## config.mk

```make
export PLATFORM = sky130hd
export DESIGN_NAME = f1_reaction_timer_flat
export DESIGN_NICKNAME = d
export VERILOG_FILES = /design/src/rtl/f1_reaction_timer_pkg.sv /design/src/rtl/f1_reaction_timer_if.sv /design/src/rtl/f1_reaction_timer_btn_sync_edge.sv /design/src/rtl/f1_reaction_timer.sv /design/src/flat_wrapper.sv
export SDC_FILE = /design/constraint.sdc
export NUM_CORES = 1
export LEC_CHECK = 0
export CORE_ASPECT_RATIO = 0.6
export CORE_UTILIZATION = 43
export CTS_CLUSTER_SIZE = 30
export DETAILED_ROUTE_END_ITERATION = 7
export PLACE_DENSITY_LB_ADDON = 0.1
export SLEW_MARGIN = 15
export SYNTH_ARGS = -nofsm -noshare
export SYNTH_HDL_FRONTEND = slang
export SYNTH_SLANG_ARGS = --single-unit
```

## constraint.sdc

```tcl
create_clock -name clk -period 5.2 [get_ports clk]
set_clock_uncertainty 0.15 [all_clocks]
set_input_delay 1.04 -clock clk [delete_from_list [all_inputs] [get_ports clk]]
set_output_delay 1.04 -clock clk [all_outputs]
set_load 0.02 [all_outputs]
```

## src/rtl/f1_reaction_timer_pkg.sv

```systemverilog
// f1_pkg: shared state encoding and default sizing for the F1 reaction timer and display path
package f1_pkg;
   typedef enum logic [1:0] {RT_IDLE, RT_ARMED, RT_TIMING, RT_DONE} rt_state_t;
   localparam int DEF_CNT_W  = 16;
   localparam int DEF_MAX_MS = 9999;
endpackage

```

## src/rtl/f1_reaction_timer_if.sv

```systemverilog
// f1_reaction_timer_if: control pulses and button in, reaction result and status out
interface f1_reaction_timer_if import f1_pkg::*; #(parameter int CNT_W = DEF_CNT_W);
   logic             arm, lights_out, tick, btn, clr;
   logic [CNT_W-1:0] time_ms;
   logic             result_valid, false_start, timeout, busy;
   modport master (output arm, lights_out, tick, btn, clr,
                   input  time_ms, result_valid, false_start, timeout, busy);
   modport slave  (input  arm, lights_out, tick, btn, clr,
                   output time_ms, result_valid, false_start, timeout, busy);
endinterface

```

## src/rtl/f1_reaction_timer_btn_sync_edge.sv

```systemverilog
// btn_sync_edge: synchronises an async level and emits a registered one-cycle pulse on its rising edge
module btn_sync_edge #(parameter int SYNC_STAGES = 2) (
   input  logic clk,
   input  logic rst_n,
   input  logic async_in,
   output logic rise_pulse
);
   logic [SYNC_STAGES-1:0] sync;
   logic                   prev;
   always_ff @(posedge clk or negedge rst_n) begin
      if (!rst_n) begin
         sync       <= '0;
         prev       <= 1'b0;
         rise_pulse <= 1'b0;
      end else begin
         sync       <= {sync[SYNC_STAGES-2:0], async_in};
         prev       <= sync[SYNC_STAGES-1];
         rise_pulse <= sync[SYNC_STAGES-1] & ~prev;
      end
   end
endmodule

```

## src/rtl/f1_reaction_timer.sv

```systemverilog
// f1_reaction_timer: times lights-out to button press, flagging false starts and timeouts
module f1_reaction_timer import f1_pkg::*; #(
   parameter int CNT_W       = DEF_CNT_W,
   parameter int MAX_MS      = DEF_MAX_MS,
   parameter int SYNC_STAGES = 2
) (
   input logic                 clk,
   input logic                 rst_n,
   f1_reaction_timer_if.slave  bus
);
   localparam logic [CNT_W-1:0] LIMIT = CNT_W'(MAX_MS);
   rt_state_t        state, state_n;
   logic [CNT_W-1:0] cnt, cnt_n, time_n;
   logic             press, wipe, rv_n, fs_n, to_n;
   btn_sync_edge #(.SYNC_STAGES(SYNC_STAGES)) u_btn (
      .clk(clk), .rst_n(rst_n), .async_in(bus.btn), .rise_pulse(press)
   );
   always_ff @(posedge clk or negedge rst_n) begin
      if (!rst_n) begin
         state            <= RT_IDLE;
         cnt              <= '0;
         bus.time_ms      <= '0;
         bus.result_valid <= 1'b0;
         bus.false_start  <= 1'b0;
         bus.timeout      <= 1'b0;
      end else begin
         state            <= state_n;
         cnt              <= cnt_n;
         bus.time_ms      <= time_n;
         bus.result_valid <= rv_n;
         bus.false_start  <= fs_n;
         bus.timeout      <= to_n;
      end
   end
   // clr, or arm from IDLE/DONE, wipes the round; only ARMED/TIMING then see press/lights_out/tick
   always_comb begin
      wipe    = bus.clr | (bus.arm & ((state == RT_IDLE) | (state == RT_DONE)));
      state_n = bus.clr ? RT_IDLE : wipe ? RT_ARMED : state;
      cnt_n   = wipe ? '0 : cnt;
      time_n  = wipe ? '0 : bus.time_ms;
      rv_n    = ~wipe & bus.result_valid;
      fs_n    = ~wipe & bus.false_start;
      to_n    = ~wipe & bus.timeout;
      if (!wipe && state == RT_ARMED) begin
         if (press) begin
            state_n = RT_DONE;
            fs_n    = 1'b1;
         end else if (bus.lights_out) begin
            state_n = RT_TIMING;
            cnt_n   = '0;
         end
      end else if (!wipe && state == RT_TIMING) begin
         if (press) begin
            state_n = RT_DONE;
            time_n  = cnt;
            rv_n    = 1'b1;
         end else if (cnt == LIMIT) begin
            state_n = RT_DONE;
            time_n  = LIMIT;
            to_n    = 1'b1;
         end else if (bus.tick) begin
            cnt_n   = cnt + 1'b1;
         end
      end
   end
   assign bus.busy = (state == RT_ARMED) | (state == RT_TIMING);
endmodule
```

## src/flat_wrapper.sv

```systemverilog
// flat-port wrapper written by rule: the top's interface ports become plain ports
module f1_reaction_timer_flat import f1_pkg::*;
#(
   parameter int CNT_W       = DEF_CNT_W,
   parameter int MAX_MS      = DEF_MAX_MS,
   parameter int SYNC_STAGES = 2
)
  (clk, rst_n, bus_arm, bus_lights_out, bus_tick, bus_btn, bus_clr, bus_time_ms, bus_result_valid, bus_false_start, bus_timeout, bus_busy);
  f1_reaction_timer_if #(.CNT_W(CNT_W)) bus_i ();
  input logic clk;
  input logic rst_n;
  input wire logic [$bits(bus_i.arm)-1:0] bus_arm;
  input wire logic [$bits(bus_i.lights_out)-1:0] bus_lights_out;
  input wire logic [$bits(bus_i.tick)-1:0] bus_tick;
  input wire logic [$bits(bus_i.btn)-1:0] bus_btn;
  input wire logic [$bits(bus_i.clr)-1:0] bus_clr;
  output wire logic [$bits(bus_i.time_ms)-1:0] bus_time_ms;
  output wire logic [$bits(bus_i.result_valid)-1:0] bus_result_valid;
  output wire logic [$bits(bus_i.false_start)-1:0] bus_false_start;
  output wire logic [$bits(bus_i.timeout)-1:0] bus_timeout;
  output wire logic [$bits(bus_i.busy)-1:0] bus_busy;
  assign bus_i.arm = bus_arm;
  assign bus_i.lights_out = bus_lights_out;
  assign bus_i.tick = bus_tick;
  assign bus_i.btn = bus_btn;
  assign bus_i.clr = bus_clr;
  assign bus_time_ms = bus_i.time_ms;
  assign bus_result_valid = bus_i.result_valid;
  assign bus_false_start = bus_i.false_start;
  assign bus_timeout = bus_i.timeout;
  assign bus_busy = bus_i.busy;
  f1_reaction_timer #(.CNT_W(CNT_W), .MAX_MS(MAX_MS), .SYNC_STAGES(SYNC_STAGES)) u_core (.clk(clk), .rst_n(rst_n), .bus(bus_i));
endmodule
```

==> flow_metrics.py, run 1 <==
metrics = {
    "clocking": {
        "htree_levels": 2,
        "tritoncts": "built",
        "cts_buffer_depth": 2,
        "clock_latency_ps": 290,
        "cts_root_buffer": "clkbuf_8",
        "cts_setup_buffers": 0,
        "post_cts_resized": 0,
        "cts_hold_buf": 0,
        "clk_pin_slew_ps": 80,
        "clock-sinks": 41,
        "cts_buffers": 5,
    },
    "route": {
        "drtIter0Drc": 144,
        "dr.pass1.iters": 5,
        "drtAntennaViolNets": 0,
        "drc": 0,
        "wl_per_cell_um": 17.2,
        "via_per_inst": 6.06,
        "dr_total_vias": 1801,
        "wirelength_um": 5120,
    },
    "timing": {
        "report.final.slew_viol_count": 0,
        "period_needed_ps": 3120,
        "tightestPinTransition_ps": 927,
        "fin_ws_ps": 2080,
        "setup_tns_ps": 0,
        "hold_viol": 0,
        "holdWs_ps": 216,
        "setup_violations": 0,
        "rsz0062_at_grt": "no",
        "finalCritPeriodShare_pct": 60.1,
        "relSlewSlack_pct": 38.2,
        "timing.fmax_ghz": 0.320,
    },
    "layout": {
        "area_growth_syn_to_layout_pct": 17.7,
        "fin_nets": 246,
        "fin_cells": 297,
        "drive_gt1_share_pct": 6.33,
        "insertedDiodeCount": 0,
    },
    "logic_synthesis": {
        "yosysWarnings": 0,
        "synth-main-ff-cell": "dfrtp_1",
        "synth_cells": 212,
        "syn_avg_cell_area_um2": 9.51,
        "yosys.cell_types.count": 42,
        "syn_nets": 222,
        "synthArstFlopShare_pct": 100,
        "synth_seq_cells": 41,
        "netlist_area_um2": 2020,
        "synth-seq-area-share_pct": 50.9,
        "synth_edf_count": 0,
    },
    "die": {
        "die_width_um": 90.4,
        "die_y_um": 55.1,
        "initial_core_util_pct": 46.9,
        "boundaryPins": 27,
        "core-area_um2": 4300,
        "rows": 18,
        "dieArea_um2": 4980,
    },
    "setup_path": {
        "worstSetupPathType": "primary input to register",
        "endpoint_kind": "register",
        "crit_fanout": 11,
        "startpoint_type": "primary input",
        "slowest_stage": "clkdlybuf4s50_1",
        "path_cells": "clkdlybuf4s50_1, a211oi_1, buf_4, nand2_1, o21bai_1, and2_1, a22o_1",
        "crit_path_max_incr_delay_ps": 470,
        "worstPathRequired_ps": 5230,
        "cp.arrival_ps": 3150,
    },
    "global_routing": {
        "overflow": 0,
        "antenna_found_initial": 0,
        "grt_max_degree": 42,
        "grt_pass1_vias": 1547,
        "track_usage_pct": 21.7,
        "grt_pass1_wl_um": 8100,
    },
    "min_path": {
        "hp-class": "register to register",
    },
    "job": {
        "maxCapViolCount": 0,
    },
    "place": {
        "place_congestion": 0.908,
        "port_buffers": 26,
        "pre_cts_ws_ps": 1810,
        "post-place-cells": 289,
        "place_hpwl_um": 3650,
    },
    "power": {
        "p_switching_w": 0.000159,
        "power.leakage_nw": 1.06,
        "p_clk_share_pct": 33.4,
        "p_total_w": 0.000603,
        "p_int_w": 0.000444,
        "seqPwrFrac_pct": 54.3,
        "p_comb_share_pct": 12.3,
        "p_sw_share_pct": 26.4,
        "power_density_nw_per_um2": 254,
        "ir_drop_uv": 124,
    },
    "outcome": {
        "status": "complete, no violations",
    },
}
## power by group through the flow
stage,combinational [W],sequential (W),clock (W)
2_1_floorplan,0.0000434,0.000333,0
3_3_place_gp,0.0000713,0.000333,0
3_5_place_dp,0.0000735,0.000333,0
4_1_cts,0.0000738,0.000327,0.000207
5_1_grt,0.0000817,0.000328,0.000217
6_report,0.0000744,0.000327,0.000201
## registers in the layout (all words and copies together), names as in the netlist
name                     cells
u_core.bus.time_ms          16
u_core.bus.result_valid      1
u_core.state                 2
u_core.u_btn.rise_pulse      1
u_core.bus.false_start       1
u_core.cnt                  16
u_core.bus.timeout           1
u_core.u_btn.prev            1
u_core.u_btn.sync            2
## path summary, 6_finish.rpt
| path | from | cells past startpoint | slack [ps] | end |
|---|---|---|---|---|
| max | bus_arm | 7 | 2080 | u_core.bus.time_ms[14]$_DFF_PN0_ |
| min | u_core.u_btn.sync[0]$_DFF_PN0_ | 0 | 220 | u_core.u_btn.sync[1]$_DFF_PN0_ |
| max reg2reg | u_core.cnt[4]$_DFF_PN0_ | 5 | 2480 | u_core.bus.time_ms[14]$_DFF_PN0_ |
| min reg2reg | u_core.u_btn.sync[0]$_DFF_PN0_ | 0 | 220 | u_core.u_btn.sync[1]$_DFF_PN0_ |
| max in group asynchronous | rst_n | 1 | 3590 | u_core.cnt[8]$_DFF_PN0_ |
| min in group asynchronous | rst_n | 1 | 740 | u_core.u_btn.sync[1]$_DFF_PN0_ |
## final cells by class
class | count | area [µm²]
Clock buffer | 8 | 80.1
Fill cell | 408 | 1930
Inverter | 4 | 15.0
Multi-Input combinational cell | 156 | 907
Sequential cell | 41 | 1030
Tap cell | 60 | 75.1
Timing Repair Buffer | 28 | 270
## layout by cell type (no fill, tap or decap), types with 2 or more instances in the layout
| cell | synthesis | final |
|---|---|---|
| dfrtp_1 | 41 | 41 |
| nand2_1 | 30 | 30 |
| clkdlybuf4s50_1 | 0 | 25 |
| a21oi_1 | 21 | 21 |
| o21ai_0 | 20 | 20 |
| nor2_1 | 15 | 15 |
| nand3_1 | 8 | 8 |
| a22o_1 | 8 | 8 |
| and2_1 | 6 | 6 |
| nand4_1 | 5 | 5 |
| a31oi_1 | 5 | 5 |
| o31ai_1 | 5 | 5 |
| clkbuf_8 | 0 | 5 |
| inv_1 | 4 | 4 |
| and3_1 | 3 | 3 |
| ha_1 | 3 | 3 |
| clkbuf_1 | 6 | 3 |
| or4_4 | 2 | 2 |
| nor3_1 | 2 | 2 |
| a32o_1 | 2 | 2 |
| buf_4 | 1 | 2 |
## per-stage QoR
stage,area (µm²),util [%]
floorplan,2020,-
global placement,2290,53.3
detailed placement,2290,53.3
CTS,2370,55.2
global route,2370,55.2
finish,2370,55.2
## cell usage after synthesis, drive strengths merged, types with 2 or more instances
master,instances,share of area (%)
dfrtp,41,51
nand2,30,5.6
a21oi,21,5.2
o21ai,20,5.0
nor2,15,2.8
a22o,8,3.5
nand3,8,2.0
and2,6,1.9
clkbuf,6,1.1
a31oi,5,1.6
buf,5,2.3
nand4,5,1.6
o31ai,5,1.9
and3,4,1.3
inv,4,0.74
ha,3,1.9
or4,3,1.5
a32o,2,0.99
and4,2,0.93
nor3,2,0.50
nor4,2,0.93
o21bai,2,0.93
## worst max-delay path: cells and delay by family
family                 cells  cell delay, ps
AO/OA/AOI/OAI              3             940
buffers and inverters      2             690
AND/OR/NAND/NOR            2             480
## kinds of logic (layout without fill, tap and decap cells)
| family | Yosys count | count (layout) | synth area share (%) |
|---|---|---|---|
| compound gates | 71 | 71 | 22.4 |
| fa+ha+maj | 3 | 3 | 1.86 |
| buf+inv | 15 | 40 | 4.16 |
| flops | 41 | 41 | 50.9 |
| mux | 1 | 1 | 0.496 |
| simple gates | 81 | 81 | 20.2 |
## layer usage
metal	vias up	wire (µm)	track usage [%]
li1	828	-	-
met1	890	2450	32.7
met2	77	2170	31.7
met3	6	457	4.64
met4	0	32	5.11
met5	-	0	0
(Power assumes the default switching activity.)
==> run 2: changes to the inputs <==
clock period = 2.7 ns   (was 5.2 ns; I/O delays follow)
==> run 2 against run 1 <==
Critical path depth down 3. Utilization grew 1.2 points. Die area stayed put.
==> flow_metrics.py, run 2 (synthesis gave the netlist of run 1 again) <==
metrics = {
    "global_routing": {
        "grt_max_degree": 42,
        "overflow": 0,
        "antenna_found_initial": 0,
        "track_usage_pct": 22.5,
        "grt_pass1_wl_um": 8290,
        "grt_pass1_vias": 1570,
    },
    "route": {
        "wl_met3_um": 454,
        "wl_per_cell_um": 16.8,
        "drtIter0Drc": 143,
        "via_per_inst": 5.90,
        "drc": 0,
        "m1WireLength_um": 2550,
        "wirelength_um": 5100,
        "drtAntennaViolNets": 0,
        "dr_total_vias": 1795,
        "dr.pass1.iters": 6,
        "wl_met2_um": 2010,
        "top_layer": "met4",
    },
    "min_path": {
        "hp-class": "register to register",
    },
    "power": {
        "p_total_w": 0.00117,
        "power_density_nw_per_um2": 481,
        "ir_drop_uv": 352,
        "power.leakage_nw": 1.09,
    },
    "setup_path": {
        "cpMostUsedCell": "inv_1",
        "crit_fanout": 5,
        "critical_path.top_delay_family": "buffers and inverters",
        "path_cells": "inv_1, ha_1, inv_1, clkdlybuf4s50_1",
        "slowest_stage": "clkdlybuf4s50_1",
        "cp.arrival_ps": 1760,
        "worstPathRequired_ps": 2010,
        "worstSetupPathType": "register to output port",
        "endpoint_kind": "output port",
        "path_buf_inv": 3,
        "startpoint_type": "register",
        "crit_path_max_incr_delay_ps": 590,
    },
    "layout": {
        "largest_registers": "u_core.bus.time_ms x16, u_core.cnt x16",
        "seq_area_um2": 1030,
        "insertedDiodeCount": 0,
        "layout_commonest_cell": "dfrtp_1",
        "multi_input_area_um2": 907,
        "area_growth_syn_to_layout_pct": 20.3,
        "fin_nets": 253,
        "nFillCells": 395,
        "layout_common_cells": "41 x dfrtp_1, 30 x nand2_1, 25 x clkdlybuf4s50_1",
        "drive_gt1_share_pct": 9.02,
    },
    "die": {
        "die_y_um": 55.1,
        "initial_core_util_pct": 46.9,
        "die_width_um": 90.4,
        "boundaryPins": 27,
        "core-area_um2": 4300,
        "rows": 18,
        "dieArea_um2": 4980,
    },
    "timing": {
        "finalCritPeriodShare_pct": 90.6,
        "setup_violations": 0,
        "holdWs_ps": 216,
        "report.final.slew_viol_count": 0,
        "period_needed_ps": 2450,
        "hold_viol": 0,
        "tightestPinTransition_ps": 905,
        "setup_tns_ps": 0,
        "timing.fmax_ghz": 0.409,
        "rsz0062_at_grt": "no",
        "relSlewSlack_pct": 39.7,
    },
    "clocking": {
        "post_cts_resized": 0,
        "cts_hold_buf": 0,
        "clock-sinks": 41,
        "htree_levels": 2,
        "cts_buffers": 5,
        "tritoncts": "built",
        "clock_latency_ps": 290,
        "clk_pin_slew_ps": 70,
        "cts_root_buffer": "clkbuf_8",
        "cts_setup_buffers": 0,
        "cts_buffer_depth": 2,
    },
    "place": {
        "place_hpwl_um": 3680,
        "port_buffers": 26,
        "place_congestion": 0.971,
    },
    "job": {
        "maxCapViolCount": 0,
    },
    "outcome": {
        "status": "complete, no violations",
    },
}
## run 2: changes by cell type in the layout (fill, tap and decap cells not counted)
cell and change:
buf_4 +7
## run 2: path summary, 6_finish.rpt
| check | from | endpoint | slack [ps] | depth (start not counted) |
|---|---|---|---|---|
| worst min register to register | u_core.u_btn.sync[0]$_DFF_PN0_ | u_core.u_btn.sync[1]$_DFF_PN0_ | 220 | 0 |
| worst max register to register | u_core.cnt[4]$_DFF_PN0_ | u_core.bus.time_ms[11]$_DFF_PN0_ | 250 | 5 |
| worst min-delay path | u_core.u_btn.sync[0]$_DFF_PN0_ | u_core.u_btn.sync[1]$_DFF_PN0_ | 220 | 0 |
| worst max-delay path | u_core.state[0]$_DFF_PN0_ | bus_busy | 250 | 4 |
| max in group asynchronous | rst_n | u_core.bus.timeout$_DFF_PN0_ | 1620 | 1 |
| min in group asynchronous | rst_n | u_core.cnt[9]$_DFF_PN0_ | 230 | 1 |
## run 2: layout make-up
type / count / area share, %
Clock buffer: 8 / 3.30
Inverter: 4 / 0.619
Multi-Input combinational cell: 156 / 37.4
Sequential cell: 41 / 42.3
Tap cell: 60 / 3.09
Timing Repair Buffer: 35 / 13.3
## run 2: worst reg2reg max path, cell delays in order, from the launching register on
cell and delay (ps):
dfrtp_1 480, or4_4 590, nor4_2 420, o21bai_1 120, and2_1 280, a22o_1 280
## run 2: per-layer routing
metal  global-route usage, %  vias up
met5                       0        -
met4                    7.26        0
met3                    6.97       15
met2                    31.4       89
met1                    33.0      856
li1                        -      835
## run 2: through the flow
step	worst slack (ps)	util, %	instances	instance area (µm²)
2_1_floorplan	213	-	212	2020
3_3_place_gp	274	54.5	296	2350
6_report	253	56.4	304	2430
5_1_grt	183	56.4	304	2430
4_1_cts	250	56.4	304	2430
3_5_place_dp	193	54.5	296	2350
## run 2: where the power goes
group	internal [W]	switching (W)	total, W
logic	0.0000550	0.0000970	0.000152
registers	0.000623	0.00000699	0.000630
clock network	0.000184	0.000202	0.000386
total	0.000861	0.000306	0.00117
==> run 3: changes to the inputs <==
ABC_AREA = 1   (was default)
GPL_ROUTABILITY_DRIVEN = 0   (was default)
SKIP_LAST_GASP = 1   (was default)
==> run 3 against run 2 <==
Synthesized area increased by 22%. Sequential share of layout area down 6.2 points. Global-route usage down 0.33 points. Clock power rose by 3%. Critical path type unchanged. Die area increased by 21%. Register-to-register slack improved by 210 ps. Design area up 17%. First-iteration DRC count up 27%. Largest cell class is now multi-input combinational cells. Final cell count increased by 47%. Sequential cell count did not move.
==> flow_metrics.py, run 3 <==
metrics = {
    "clocking": {
        "post_cts_resized": 0,
        "cts_buffer_depth": 2,
        "clk_pin_slew_ps": 80,
        "htree_levels": 2,
        "cts_hold_buf": 0,
        "cts_buffers": 5,
        "clock_latency_ps": 300,
        "cts_root_buffer": "clkbuf_8",
        "cts_setup_buffers": 0,
        "tritoncts": "built",
        "clock-sinks": 41,
    },
    "die": {
        "rows": 20,
        "die_y_um": 60.5,
        "die_width_um": 99.6,
        "core-area_um2": 5280,
        "initial_core_util_pct": 46.5,
        "boundaryPins": 27,
        "dieArea_um2": 6030,
    },
    "logic_synthesis": {
        "synth.most_common_cell": "nand2_1",
        "yosys.cell_types.count": 31,
        "yosysWarnings": 0,
        "syn_nets": 353,
        "netlist_area_um2": 2460,
        "synth_cells": 343,
        "yosysTopAreaCellShare_pct": 41.8,
        "ys_top_cells_by_area": "dfrtp_1 42%, nand2_1 16%, inv_1 7.8%, nand3_1 5.3%, nor2_1 5.2%",
        "syn_avg_cell_area_um2": 7.16,
        "yosysTopAreaCell": "dfrtp_1",
        "synth-main-ff-cell": "dfrtp_1",
        "synth_seq_cells": 41,
        "synth_edf_count": 0,
        "synth-seq-area-share_pct": 41.8,
        "synthArstFlopShare_pct": 100,
        "synth_commonest_cells": "104 x nand2_1, 51 x inv_1, 41 x dfrtp_1",
    },
    "global_routing": {
        "grt_pass1_wl_um": 9980,
        "track_usage_pct": 22.2,
        "overflow": 0,
        "antenna_found_initial": 0,
        "grt_max_degree": 42,
        "grt_pass1_vias": 1972,
    },
    "setup_path": {
        "endpoint_kind": "output port",
        "worstSetupPathType": "register to output port",
        "cp.arrival_ps": 1690,
        "crit_fanout": 3,
        "startpoint_type": "register",
        "worstPathRequired_ps": 2010,
    },
    "route": {
        "dr_total_vias": 2213,
        "drc": 0,
        "dr.pass1.iters": 5,
        "drtAntennaViolNets": 0,
        "via_per_inst": 4.94,
        "drtIter0Drc": 181,
        "wl_per_cell_um": 13.2,
        "wirelength_um": 5890,
    },
    "layout": {
        "largest_registers": "u_core.bus.time_ms x16, u_core.cnt x16",
        "fin_nets": 380,
        "layout_commonest_cell": "nand2_1",
        "insertedDiodeCount": 0,
        "post-route-util_pct": 53.9,
        "layout_common_cells": "104 x nand2_1, 51 x inv_1, 41 x dfrtp_1",
        "final_cell_area_um2": 2850,
        "area_growth_syn_to_layout_pct": 15.9,
        "drive_gt1_share_pct": 9.43,
    },
    "timing": {
        "setup_violations": 0,
        "timing.fmax_ghz": 0.420,
        "hold_viol": 0,
        "tightestPinTransition_ps": 914,
        "report.final.slew_viol_count": 0,
        "finalCritPeriodShare_pct": 88.3,
        "rsz0062_at_grt": "no",
        "relSlewSlack_pct": 39.1,
        "setup_tns_ps": 0,
        "period_needed_ps": 2380,
    },
    "place": {
        "place_hpwl_um": 4280,
        "port_buffers": 26,
        "place_area_um2": 2760,
    },
    "power": {
        "power_density_nw_per_um2": 430,
        "power.leakage_nw": 1.36,
        "ir_drop_uv": 251,
    },
    "job": {
        "maxCapViolCount": 0,
    },
    "min_path": {
        "hp-class": "register to register",
    },
    "outcome": {
        "status": "complete, no violations",
    },
}
==> run 3: critical path: stages, from the launching register on <==
cell             delay, ps
dfrtp_1                380
inv_1                   50
ha_1                   300
inv_1                   60
clkdlybuf4s50_1        600
==> run 3: power by group <==
part           switching (W)  internal, W
clock               0.000219     0.000179
combinational       0.000117    0.0000571
sequential         0.0000206     0.000632
==> run 3: final cells by class <==
cell class | count | area (µm²)
clock buffers | 6 | 72.6
clock inverters | 2 | 10.0
fillers | 537 | 2430
inverters | 54 | 203
multi-input cells | 239 | 1160
flip-flops and latches | 41 | 1030
well taps | 77 | 96.3
repair buffers | 29 | 278
==> run 3: stage by stage <==
stage | setup slack [ps] | hold slack (ps) | power [W] | cells
after floorplan | 912 | 94.4 | 0.000770 | 343
after global placement | 322 | 184 | 0.000838 | 440
after detailed placement | 204 | 195 | 0.000839 | 440
after CTS | 292 | 213 | 0.00124 | 448
after global routing | 240 | 230 | 0.00130 | 448
final | 317 | 213 | 0.00122 | 448
==> run 3: final timing paths <==
check / startpoint / endpoint / slack [ps] / cells after the start
max in group asynchronous: rst_n / u_core.u_btn.prev$_DFF_PN0_ / 1620 / 1
worst max register to register: u_core.state[0]$_DFF_PN0_ / u_core.cnt[12]$_DFF_PN0_ / 460 / 9
worst max-delay path: u_core.state[0]$_DFF_PN0_ / bus_busy / 320 / 4
worst min register to register: u_core.u_btn.sync[0]$_DFF_PN0_ / u_core.u_btn.sync[1]$_DFF_PN0_ / 210 / 0
worst min-delay path: u_core.u_btn.sync[0]$_DFF_PN0_ / u_core.u_btn.sync[1]$_DFF_PN0_ / 210 / 0
min in group asynchronous: rst_n / u_core.cnt[11]$_DFF_PN0_ / 220 / 1
==> run 3: metal layers <==
metal	GRT usage (%)	up-vias	share of wire, %
met5	0	-	0
met4	6.93	0	0.93
li1	-	1127	-
met2	30.7	101	38
met3	4.49	6	8.7
met1	34.5	979	52
==> run 3: cells by family after synthesis <==
kind of cell | synth area share, %
AND/OR/NAND/NOR | 38.0
buffers and inverters | 11.0
flip-flops | 41.8
AO/OA/AOI/OAI | 7.44
adder cells (fa/ha/maj) | 1.53
XOR/XNOR | 0.357
